### src/rtl/count_display_pkg.sv
// count_display_pkg: shared FSM states, seven-segment patterns and digit indices for the display driver.
package count_display_pkg;
    typedef enum logic [1:0] {S_UNITS, S_GAP_U, S_TENS, S_GAP_T} state_e;
    localparam logic [9:0][6:0] SEG_PATTERN = {
        7'h6F, 7'h7F, 7'h07, 7'h7D, 7'h6D, 7'h66, 7'h4F, 7'h5B, 7'h06, 7'h3F
    };
    localparam logic [6:0] SEG_OFF = 7'h00;
    localparam int UNITS_IDX = 0;
    localparam int TENS_IDX = 1;
endpackage

### src/rtl/count_display_driver_hex_to_seg7.sv
// hex_to_seg7: decimal digit to active-high {g,f,e,d,c,b,a} pattern, blank for non-decimal codes.
module hex_to_seg7
    import count_display_pkg::*;
(
    input  logic [3:0] digit_i,
    output logic [6:0] seg_o
);
    assign seg_o = (digit_i <= 4'd9) ? SEG_PATTERN[digit_i] : SEG_OFF;
endmodule

### src/rtl/count_display_driver.sv
// count_display_driver: two-digit multiplexed 7-seg driver with per-frame snapshot; COUNT_DISPLAY_WRAP_DP_EN lights dp after a 15->0 wrap.
module count_display_driver
    import count_display_pkg::*;
#(
    parameter int REFRESH_DIV      = 50000,
    parameter int BLANK_CYCLES     = 16,
    parameter int ACTIVE_LOW       = 1,
    parameter int WRAP_HOLD_FRAMES = 64
) (
    input  logic       clk,
    input  logic       rst_i,
    input  logic [3:0] count_i,
    output logic [6:0] seg_o,
    output logic       dp_o,
    output logic [1:0] an_o,
    output logic       frame_o
);
    localparam int TMAX = (REFRESH_DIV > BLANK_CYCLES) ? REFRESH_DIV : BLANK_CYCLES;
    localparam int TW = ($clog2(TMAX) > 0) ? $clog2(TMAX) : 1;
    localparam logic [TW-1:0] REF_LAST = TW'(REFRESH_DIV - 1);
    localparam logic [TW-1:0] BLK_LAST = TW'(BLANK_CYCLES - 1);
    localparam logic [6:0] SEG_MASK = (ACTIVE_LOW != 0) ? 7'h7F : 7'h00;
    localparam logic [1:0] AN_MASK = (ACTIVE_LOW != 0) ? 2'b11 : 2'b00;
    localparam logic DP_MASK = (ACTIVE_LOW != 0);

    if (REFRESH_DIV < 1 || BLANK_CYCLES < 1 || WRAP_HOLD_FRAMES < 1) begin : g_bad_params
        $error("count_display_driver: REFRESH_DIV, BLANK_CYCLES and WRAP_HOLD_FRAMES must be >= 1");
    end

    state_e        state_q, state_d;
    logic [TW-1:0] timer_q, timer_d;
    logic [3:0]    in_q, snap_q, snap_d;
    logic          run_q;
    logic          frame_q, frame_d;
    logic [6:0]    seg_q, seg_d;
    logic [1:0]    an_q, an_d;
    logic          dp_q, dp_d;
    logic          adv, tens, dp_act;
    logic [3:0]    units, digit;
    logic [6:0]    pat;
    logic [1:0]    an_act;

    hex_to_seg7 u_dec (.digit_i(digit), .seg_o(pat));

    // run_q delays the first count by one edge so the first snapshot sees a real in_q
    always_comb begin
        adv = run_q && timer_q == ((state_q == S_UNITS || state_q == S_TENS) ? REF_LAST : BLK_LAST);
        state_d = !adv ? state_q :
                  state_q == S_UNITS ? S_GAP_U :
                  state_q == S_GAP_U ? S_TENS :
                  state_q == S_TENS  ? S_GAP_T : S_UNITS;
        timer_d = adv ? '0 : run_q ? timer_q + 1'b1 : timer_q;
        frame_d = adv && state_q == S_GAP_T;
        snap_d = frame_d ? in_q : snap_q;
        tens = snap_d >= 4'd10;
        units = tens ? snap_d - 4'd10 : snap_d;
        digit = (state_d == S_TENS) ? {3'b000, tens} : units;
        an_act = 2'b00;
        an_act[UNITS_IDX] = state_d == S_UNITS;
        an_act[TENS_IDX] = state_d == S_TENS && tens;
        an_d = an_act ^ AN_MASK;
        seg_d = (an_act != 2'b00) ? pat ^ SEG_MASK : SEG_MASK;
        dp_d = dp_act ^ DP_MASK;
    end

`ifdef COUNT_DISPLAY_WRAP_DP_EN
    localparam int HW = ($clog2(WRAP_HOLD_FRAMES + 1) > 0) ? $clog2(WRAP_HOLD_FRAMES + 1) : 1;
    logic [3:0]    prev_q;
    logic [HW-1:0] hold_q, hold_d;

    // a fresh wrap reloads even on the frame pulse that would otherwise decrement
    always_comb begin
        hold_d = (prev_q == 4'd15 && in_q == 4'd0) ? HW'(WRAP_HOLD_FRAMES) :
                 (frame_q && hold_q != '0) ? hold_q - 1'b1 : hold_q;
        dp_act = state_d == S_UNITS && hold_q != '0;
    end

    always_ff @(posedge clk or negedge rst_i) begin
        if (!rst_i) begin
            prev_q <= '0;
            hold_q <= '0;
        end else begin
            prev_q <= in_q;
            hold_q <= hold_d;
        end
    end
`else
    assign dp_act = 1'b0;
`endif

    always_ff @(posedge clk or negedge rst_i) begin
        if (!rst_i) begin
            state_q <= S_GAP_T;
            timer_q <= '0;
            in_q    <= '0;
            snap_q  <= '0;
            run_q   <= 1'b0;
            frame_q <= 1'b0;
            seg_q   <= SEG_MASK;
            an_q    <= AN_MASK;
            dp_q    <= DP_MASK;
        end else begin
            state_q <= state_d;
            timer_q <= timer_d;
            in_q    <= count_i;
            snap_q  <= snap_d;
            run_q   <= 1'b1;
            frame_q <= frame_d;
            seg_q   <= seg_d;
            an_q    <= an_d;
            dp_q    <= dp_d;
        end
    end

    assign seg_o   = seg_q;
    assign an_o    = an_q;
    assign dp_o    = dp_q;
    assign frame_o = frame_q;
endmodule
### config.mk
export PLATFORM = sky130hd
export DESIGN_NAME = count_display_driver
export DESIGN_NICKNAME = d
export VERILOG_FILES = /design/src/rtl/count_display_pkg.sv /design/src/rtl/count_display_driver_hex_to_seg7.sv /design/src/rtl/count_display_driver.sv
export SDC_FILE = /design/constraint.sdc
export NUM_CORES = 1
export LEC_CHECK = 0
export ABC_AREA = 1
export CAP_MARGIN = 20
export CORE_ASPECT_RATIO = 1.4
export CORE_MARGIN = 4
export CORE_UTILIZATION = 62
export CTS_CLUSTER_DIAMETER = 120
export CTS_CLUSTER_SIZE = 40
export DETAILED_ROUTE_END_ITERATION = 6
export PLACE_DENSITY = 0.84
export SLEW_MARGIN = 10
export SYNTH_ARGS = -nofsm -noshare
export SYNTH_HDL_FRONTEND = slang
export SYNTH_SLANG_ARGS = --single-unit
### constraint.sdc
create_clock -name clk -period 5.49 [get_ports clk]
set_clock_uncertainty 0.2 [all_clocks]
set_input_delay 1.098 -clock clk [delete_from_list [all_inputs] [get_ports clk]]
set_output_delay 1.098 -clock clk [all_outputs]
set_load 0.02 [all_outputs]
After elaboration in Yosys (flattened, before gate mapping)
Memories as Yosys holds them, arrays and structs flattened.
Index checks and enable logic that the tools add are counted.
{ "classes": {"n_addsub": 2, "magnitude_cmp": 3, "n_eq_ne": 5, "muxes": 13, "bitwise_logic": 2, "reduce_logical": 8} }
{ "ops": {"columns": ["operator", "n"], "rows": [
  ["$mux 16", 3],
  ["$mux 7", 3],
  ["$add 16x1->16 const B", 1],
  ["$eq 16x16->1", 1],
  ["$mux 4", 3],
  ["$mux 2", 4],
  ["$not 7->7", 1],
  ["$eq 2x2->1 const B", 3],
  ["$lt 4x5->1 const B", 1],
  ["$ge 4x4->1 const B", 1],
  ["$le 4x4->1 const B", 1],
  ["$logic_not 2->1", 2],
  ["$reduce_bool 2->1", 2],
  ["$sub 4x4->4 const B", 1],
  ["$logic_and 1x1->1", 3],
  ["$eq 2x1->1 const B", 1],
  ["$not 2->2", 1],
  ["$logic_or 1x1->1", 1]
]} }
{ "totals": {"register_bits": 37, "romBits": 112, "in_bits": 6, "output_inout_bits": 11, "wordCells": 42, "n_memories": 1} }
{ "mem_list": {"columns": ["name", "words", "width", "rd", "rd_ports_with_merged_regs", "write_ports", "line_no", "source"], "rows": [
  ["(no name shown)", 16, 7, 1, 0, 0, "count_display_driver_hex_to_seg7.sv:8", "assign seg_o = (digit_i <= 4'd9) ? SEG_PATTERN[digit_i] : SEG_OFF;"]
]} }

Logic depth before layout (Yosys ltp)
Gate-level depths: netlist of the first run.
{ "depth": {"depth_word": 15, "ltp_mapped": 19, "mapped_depth_nobuf": 18} }

By module
From an unflattened synthesis of the first run, not the netlist that was laid out.
{ "hier_totals": {"hier_cells": 269, "hier_area_um2": 2140.8} }
{ "by_module_without_submodules": {"columns": ["mod", "instances", "cells_per_inst", "area_per_inst_um2", "seq_area_each_um2"], "rows": [
  ["count_display_driver", 1, 224, 1910.6, 939.7],
  ["hex_to_seg7", 1, 45, 230.2, 0.0]
]} }

Worst setup path after synthesis of the first run
No wires, ideal clock.
{ "synth_timing": {"kind": "register to register", "from": "reg timer_q[0]", "to": "reg seg_q[0] (netlist: seg_o[0])", "setup_time_ns": 0.059, "t_arrival_ns": 2.177, "t_required_ns": 5.231, "setup_slack_ns": 3.054, "path_stages_with_launch": 19, "n_path_buf": 0, "synth_period_minus_slack_ns": 2.436, "path_cell_list": "dfrtp_1 > ha_1 > nand3_1 > inv_1 > nand2_1 > nor2_4 > nand3_2 > nand2_2 > nand2_4 > nor2_4 > nand2_2 > nand2_1 > inv_1 > ha_1 > nor2_1 > nand2_2 > nand2_2 > inv_4 > nand2_2"} }
{ "synth_via": {"elab_chain_len": 12, "elab_cells_between_ends": 19, "cone_classes": "add/sub (1); order compare (2); eq/ne (2); mux (7); bitwise (1); reduce/logical (5); memory (1)"} }
{ "synth_rtl": {"columns": ["element", "line_no", "source"], "rows": [
  ["from (decl)", "count_display_driver.sv:31", "logic [TW-1:0] timer_q, timer_d;"],
  ["from (signal assigned)", "count_display_driver.sv:104", "timer_q <= timer_d;"],
  ["$eq 16x16->1 (*)", "count_display_driver.sv:47", "adv = run_q && timer_q == ((state_q == S_UNITS || state_q == S_TENS) ? REF_LAST : BLK_LAST);"],
  ["$logic_and 1x1->1 (*)", "count_display_driver.sv:47", null],
  ["$logic_and 1x1->1", "count_display_driver.sv:53", "frame_d = adv && state_q == S_GAP_T;"],
  ["$mux 4", "count_display_driver.sv:54", "snap_d = frame_d ? in_q : snap_q;"],
  ["$sub 4x4->4 or $ge 4x4->1 (tied branches)", "count_display_driver.sv:56, count_display_driver.sv:55", null],
  ["$mux 4", "count_display_driver.sv:56", "units = tens ? snap_d - 4'd10 : snap_d;"],
  ["$mux 4", "count_display_driver.sv:57", "digit = (state_d == S_TENS) ? {3'b000, tens} : units;"],
  ["$mem_v2 16x7", null, null],
  ["$mux 7 (not written as such)", "count_display_driver_hex_to_seg7.sv:8", null],
  ["$mux 7", "count_display_driver_hex_to_seg7.sv:8", null],
  ["$not 7->7 (no line)", null, null],
  ["$mux 7 (*)", "count_display_driver.sv:62", "seg_d = (an_act != 2'b00) ? pat ^ SEG_MASK : SEG_MASK;"],
  ["via seg_d[0]", "count_display_driver.sv:35", "logic [6:0] seg_q, seg_d;"],
  ["to (signal assigned)", "count_display_driver.sv:109", "seg_q <= seg_d;"],
  ["to (decl)", "count_display_driver.sv:35", null]
]} }
The timed path passes the listed nets; every way through them passes the cells marked *. The select of a mux whose other input is x is not followed.
A chain may end at the register's enable or synchronous reset.

Final worst setup path of the first run
{ "layout_timing": {"from": "reg state_q[0]", "to": "reg seg_q[3] (netlist: seg_o[3])"} }
{ "layout_via": {"elab_chain_len": 15, "elab_cells_between_ends": 28, "cone_classes": "add/sub (1); order compare (2); eq/ne (5); mux (11); bitwise (1); reduce/logical (7); memory (1)"} }
{ "layout_rtl": {"columns": ["element", "line_no", "source"], "rows": [
  ["from (decl)", "count_display_driver.sv:30", "state_e state_q, state_d;"],
  ["from (signal assigned)", "count_display_driver.sv:103", "state_q <= state_d;"],
  ["$eq 2x2->1 or $logic_not 2->1 (tied branches)", "count_display_driver.sv:47, count_display_driver.sv:51, count_display_driver.sv:49", null],
  ["$logic_or 1x1->1", "count_display_driver.sv:47", null],
  ["$mux 16", "count_display_driver.sv:47", null],
  ["$eq 16x16->1", "count_display_driver.sv:47", null],
  ["$logic_and 1x1->1", "count_display_driver.sv:47", null],
  ["$logic_and 1x1->1", "count_display_driver.sv:53", null],
  ["$mux 4", "count_display_driver.sv:54", null],
  ["$sub 4x4->4 or $ge 4x4->1 (tied branches)", "count_display_driver.sv:56, count_display_driver.sv:55", null],
  ["$mux 4", "count_display_driver.sv:56", null],
  ["$mux 4", "count_display_driver.sv:57", null],
  ["$mem_v2 16x7", null, null],
  ["$mux 7 (not written as such)", "count_display_driver_hex_to_seg7.sv:8", null],
  ["$mux 7", "count_display_driver_hex_to_seg7.sv:8", null],
  ["$not 7->7 (no line)", null, null],
  ["$mux 7 (*)", "count_display_driver.sv:62", null],
  ["via seg_d[3]", "count_display_driver.sv:35", null]
]} }
Marked as above.

==> impl_metrics.tcl, run 1 <==
set metrics [dict create \
    slew-limit-headroom_pct 46.2 \
    vias 1712 \
    period_share_pct 51.7 \
    drv_cap 0 \
    placed_cells 311 \
    layoutNonFillerInstCount 319 \
    num_rows 25 \
    ios 17 \
    reg2reg_depth 17 \
    grt_antenna_before_repair 0 \
    hold_path_depth 1 \
    synthCells 258 \
    synth_xor_area_share_pct 0.816 \
    netlist_area_um2 2150 \
    syn2layout_area_growth_pct 13.6 \
    worst_pin_slew_ns 0.807 \
    cts-hold-fix-buffers 0 \
    ir_worst_vdd_v 0.000214 \
    synth_top_family_by_area "simple AND/OR/NAND/NOR gates" \
    finalSetupViolCount 0 \
    die_h_um 77.6 \
    tns_ns 0 \
    grt_pass1_vias 1798 \
    worstSetupPathType "reg -> reg" \
    rsz0062_at_grt "no" \
    drc 0 \
    grt_pass1_wl_mm 7.64 \
    antenna_cells 0 \
    grt.overflow.total 0 \
    clock_sinks 37 \
    synth_seq_area_share_pct 43.8 \
    yosys.cell_types.count 31 \
    clockBufferDepth 2 \
    final_net_count 294 \
    syn_avg_cell_area_um2 8.32 \
    yosysWarnings 0 \
    totalWireLength_mm 4.34 \
    initial_core_util_pct 64.1 \
    status "completed" \
    endpoint_kind "flip-flop" \
    wl_met2_mm 2.39 \
    dr_wl_met3_um 131 \
    cts_max_level 2 \
    place_congestion 0.887 \
    cp-start-kind "flip-flop" \
    cp.arrival_ns 2.88 \
    synth_seq_cells 37 \
    path_clk_slew_ns 0.08 \
    cts_resized 0 \
    grt_max_degree 38 \
    hold_class "reg -> reg" \
    die-area_um2 4480 \
    drtAntennaViolNets 0 \
    cts-root-buf "clkbuf_8" \
    chipWidth_um 57.7 \
    synth_fa_ha_area_share_pct 5.83 \
    vias_per_cell 5.37 \
    finalMaxSlewViolations 0 \
    place_hpwl_mm 3.25 \
    cts_tree "done" \
    port_buffers 15 \
    drtIter0Drc 71 \
    final.min_clock_period_ns 2.84 \
    worstPathRequired_ns 5.53 \
    cts_setup_buffers 0 \
    cellPowerDensity_nw_per_um2 277 \
    path_max_fanout 12 \
    m1WireLength_mm 1.67 \
    power.leakage_nw 1.20 \
    insertion_delay_ns 0.29 \
    fmax_ghz 0.352 \
    synthSimpleGateAreaFrac_pct 35.7 \
    synth_mux_area_share_pct 0 \
    synth_compound_area_share_pct 4.84 \
    drive_gt1_share_pct 22.2 \
    wire_per_inst_um 13.6 \
    dr.pass1.iters 4 \
    cts_buffers 5 \
    core_um2 3350 \
    grt_usage_pct 22.0 \
    hold_viol 0 \
    highest_layer "met4" \
]
## cell usage after synthesis, drive strengths merged
cell | count | area share (%)
a211oi | 2 | 0.70
a21oi | 7 | 1.6
a221oi | 1 | 0.41
a31oi | 2 | 0.58
buf | 3 | 1.2
conb | 1 | 0.17
dfrtp | 26 | 30
dfstp | 11 | 13
ha | 10 | 5.8
inv | 43 | 7.6
nand2 | 70 | 16
nand3 | 22 | 6.6
nand4 | 11 | 3.5
nor2 | 33 | 7.7
nor3 | 7 | 1.9
nor3b | 1 | 0.35
o21a | 1 | 0.35
o21ai | 5 | 1.2
xor2 | 2 | 0.82
## placed cells by master, fill, tap and decap left out
cell             instances
clkbuf_8                 6
nor2_8                   1
inv_1                   36
a21oi_1                  7
o21a_1                   1
ha_1                    10
nor3_1                   6
inv_2                    6
nand3_4                  1
nand2_2                 17
clkinvlp_4               1
nor2_1                  26
inv_4                    1
a211oi_1                 2
dfstp_2                 11
nand4_2                  1
clkdlybuf4s50_1         14
buf_2                    1
nand4_1                 10
nand2_4                  4
nand3_2                  4
xor2_1                   2
nand2_1                 49
nand3_1                 17
dfrtp_1                 26
a221oi_1                 1
nor2_2                   4
nor3_2                   1
o21ai_0                  5
nor3b_1                  1
nor2_4                   2
bufinv_16                1
a31oi_1                  2
conb_1                   2
## registers in the layout, indices dropped and copies added, names as in the netlist
register  cells
seg_o         7
timer_q      16
snap_q        4
in_q          4
run_q         1
state_q       2
an_o          2
frame_o       1
## through the flow
step	utilization (%)	worst slack [ns]	instance area (µm²)	hold slack [ns]	power, mW
floorplan	-	3.05	2150	0.258	0.400
global placement	69.3	2.77	2320	0.303	0.426
detailed placement	69.3	2.68	2320	0.300	0.428
CTS	72.9	2.65	2440	0.324	0.675
global route	72.9	2.35	2440	0.349	0.705
finish	72.9	2.65	2440	0.325	0.675
## power by group
| group | total (mW) | leakage [nW] | internal, mW | switching, mW |
|---|---|---|---|---|
| registers | 0.324 | 0.452 | 0.297 | 0.0273 |
| clock network | 0.248 | 0.0574 | 0.148 | 0.100 |
| logic | 0.103 | 0.692 | 0.0365 | 0.0667 |
## critical path: stages, from the launching register on
cell and delay, ns:
dfstp_2 0.59, inv_2 0.08, nor2_2 0.08, nand3_1 0.08, nand2_2 0.25, nand4_2 0.22, nand2_1 0.14, nand2_2 0.10
nand2_1 0.10, nand2_2 0.08, nand2_1 0.14, inv_1 0.10, ha_1 0.22, nor2_1 0.14, nand2_2 0.07, nand2_2 0.07
inv_4 0.06, nand2_2 0.07
## worst paths after layout
check	startpoint	to	slack, ns
min in group asynchronous	rst_i	timer_q[2]	0.69
min reg2reg	timer_q[13]	timer_q[13]	0.32
max in group asynchronous	rst_i	timer_q[12]	3.89
max	state_q[0]	seg_o[3]	2.65
min	timer_q[13]	timer_q[13]	0.32
max reg2reg	state_q[0]	seg_o[3]	2.65
## metal layers
| metal | GRT usage [%] | up-vias |
|---|---|---|
| li1 | - | 854 |
| met3 | 3.99 | 16 |
| met4 | 10.7 | 0 |
| met1 | 22.4 | 800 |
| met5 | 0 | - |
| met2 | 41.2 | 42 |
## area by class of cell
type,instances,area [µm²]
Timing Repair Buffer,15,145
Clock inverter,2,37.5
Sequential cell,37,940
Multi-Input combinational cell,176,1020
Clock buffer,6,82.6
Inverter,43,164
Fill cell,247,908
Tap cell,40,50.0
## logic make-up after synthesis
| group | Yosys count |
|---|---|
| and+or+nand+nor | 144 |
| buffers and inverters | 46 |
| DFF | 37 |
| AOI/OAI and AO/OA | 18 |
| adders and majority gates | 10 |
| xor gates and xnor gates | 2 |
| other | 1 |
Note: power is estimated with default switching activity, not from simulation.
==> run 2: changes to the inputs <==
CORE_UTILIZATION = 58   (was 62)
PLACE_DENSITY = 0.79   (was 0.84)
clock period = 2.7 ns   (was 5.49 ns; I/O delays follow)
==> impl_metrics.tcl, run 2 (same netlist as run 1, synthesis figures left out) <==
set metrics [dict create \
    crit_cells 18 \
    insertion_delay_ns 0.29 \
    nFillCells 255 \
    ir_worst_vdd_v 0.000494 \
    drc 0 \
    syn2layout_area_growth_pct 18.7 \
    layout.cell_area.non_filler_um2 2550 \
    grt_pass1_wl_mm 6.96 \
    rsz0062_at_grt "no" \
    antenna_cells 0 \
    cts_max_level 2 \
    period_share_pct 94.2 \
    crit_family "simple AND/OR/NAND/NOR gates" \
    largest_reg_flops 16 \
    reg2reg_depth 18 \
    status "completed" \
    die-area_um2 4750 \
    cp-start-kind "flip-flop" \
    drv_cap 0 \
    dr.pass1.iters 4 \
    clockBufferDepth 2 \
    path_max_fanout 8 \
    endpoint_kind "flip-flop" \
    cts_tree "done" \
    finalSetupViolCount 0 \
    fmax_ghz 0.393 \
    drive_gt1_share_pct 28.3 \
    finalMaxSlewViolations 0 \
    drtIter0Drc 93 \
    grt_usage_pct 19.3 \
    grt_pass1_vias 1633 \
    wire_per_inst_um 12.4 \
    tns_ns 0 \
    port_buffers 15 \
    slew-limit-headroom_pct 47.3 \
    ios 17 \
    max_stage_delay_ns 0.59 \
    worstSetupPathType "reg -> reg" \
    power.leakage_nw 1.26 \
    worstPathCellList "inv_2 -> nor2_2 -> nand3_1 -> nand2_2 -> buf_6 -> nand3_4 -> nand2_4 -> nand2_4 -> nor2_4 -> nand2_4 -> nand2_4 -> inv_2 -> ha_2 -> nor2_2 -> nand2_2 -> nand2_2 -> inv_4 -> nand2_2" \
    grt_max_degree 38 \
    cp_num_buf_inv 4 \
    initial_core_util_pct 61.8 \
    drtAntennaViolNets 0 \
    place_hpwl_mm 3.04 \
    path_clk_slew_ns 0.07 \
    totalWireLength_mm 4.09 \
    num_rows 25 \
    die_h_um 80.0 \
    regMostFlops "timer_q" \
    most-common-layout-cells "45 x nand2_1, 35 x inv_1, 25 x nor2_1, 25 x dfrtp_1, 19 x nand2_2" \
    cts_buffers 5 \
    crit_slowest_cell "dfstp_2" \
    timing.reg2reg.setup_slack_ns 0.16 \
    grt.overflow.total 0 \
    cts-root-buf "clkbuf_8" \
    hold_class "in -> async" \
    chipWidth_um 59.4 \
    clock_sinks 37 \
    final.min_clock_period_ns 2.54 \
    grt_antenna_before_repair 0 \
    cp.arrival_ns 2.57 \
    core_um2 3470 \
    place_congestion 0.989 \
    vias 1710 \
    cellPowerDensity_nw_per_um2 491 \
    placed_cell_area_um2 2380 \
    hold_viol 0 \
    vias_per_cell 5.18 \
    worst_pin_slew_ns 0.790 \
    final_net_count 305 \
    worstPathRequired_ns 2.73 \
    layout_commonest_cell "nand2_1" \
]
## run 2: repair_timing
item	4_1_cts	5_1_grt
resized for setup	0	16
endpoints found under the setup margin	0	7
setup buffers	0	3
hold buffers	0	0
## run 2: layout make-up
| type | instances | area, µm² | share of cell area [%] |
|---|---|---|---|
| Sequential cell | 37 | 941 | 36.9 |
| Inverter | 43 | 164 | 6.43 |
| Clock buffer | 7 | 76.3 | 3.00 |
| Timing Repair Buffer | 26 | 231 | 9.09 |
| Clock inverter | 1 | 5.00 | 0.196 |
| Tap cell | 40 | 50.0 | 1.96 |
| Multi-Input combinational cell | 176 | 1080 | 42.4 |
## run 2: power by group
group	switching [mW]	total [mW]	internal, mW
Combinational	0.136	0.216	0.0797
Clock	0.191	0.372	0.181
Sequential	0.0583	0.663	0.605
Total	0.385	1.25	0.865
## run 2: metal layers
metal  up-vias  part of all wire, %  GRT usage, %
met2        33                   53          33.2
met3        14                  3.3          4.21
met1       783                   40          21.5
met4         0                  3.7          10.4
met5         -                    0             0
li1        880                    -             -
## run 2: worst register-to-register path: cells and delay by family (launching register included)
family	cells	cell delay [ns]
buf+inv	4	0.36
flops	1	0.59
simple gates	13	1.14
fa+ha+maj	1	0.19
## run 2: worst paths after layout
path                       startpoint          to
max                        state_q[0]    seg_o[6]
min reg2reg                timer_q[0]  timer_q[0]
max reg2reg                state_q[0]    seg_o[6]
max in group asynchronous       rst_i       run_q
min                             rst_i  timer_q[2]
min in group clk           timer_q[0]  timer_q[0]
## run 2: stage by stage
stage	setup slack [ns]	util, %	instances	total power, mW	hold slack [ns]
4_1_cts	0.0209	70.8	327	1.25	0.151
3_5_place_dp	0.0457	68.5	319	0.875	0.304
5_1_grt	0.00164	73.4	330	1.33	0.186
6_report	0.157	73.4	330	1.25	0.129
2_1_floorplan	0.264	-	259	0.813	0.0444
3_3_place_gp	0.111	68.5	319	0.877	0.293
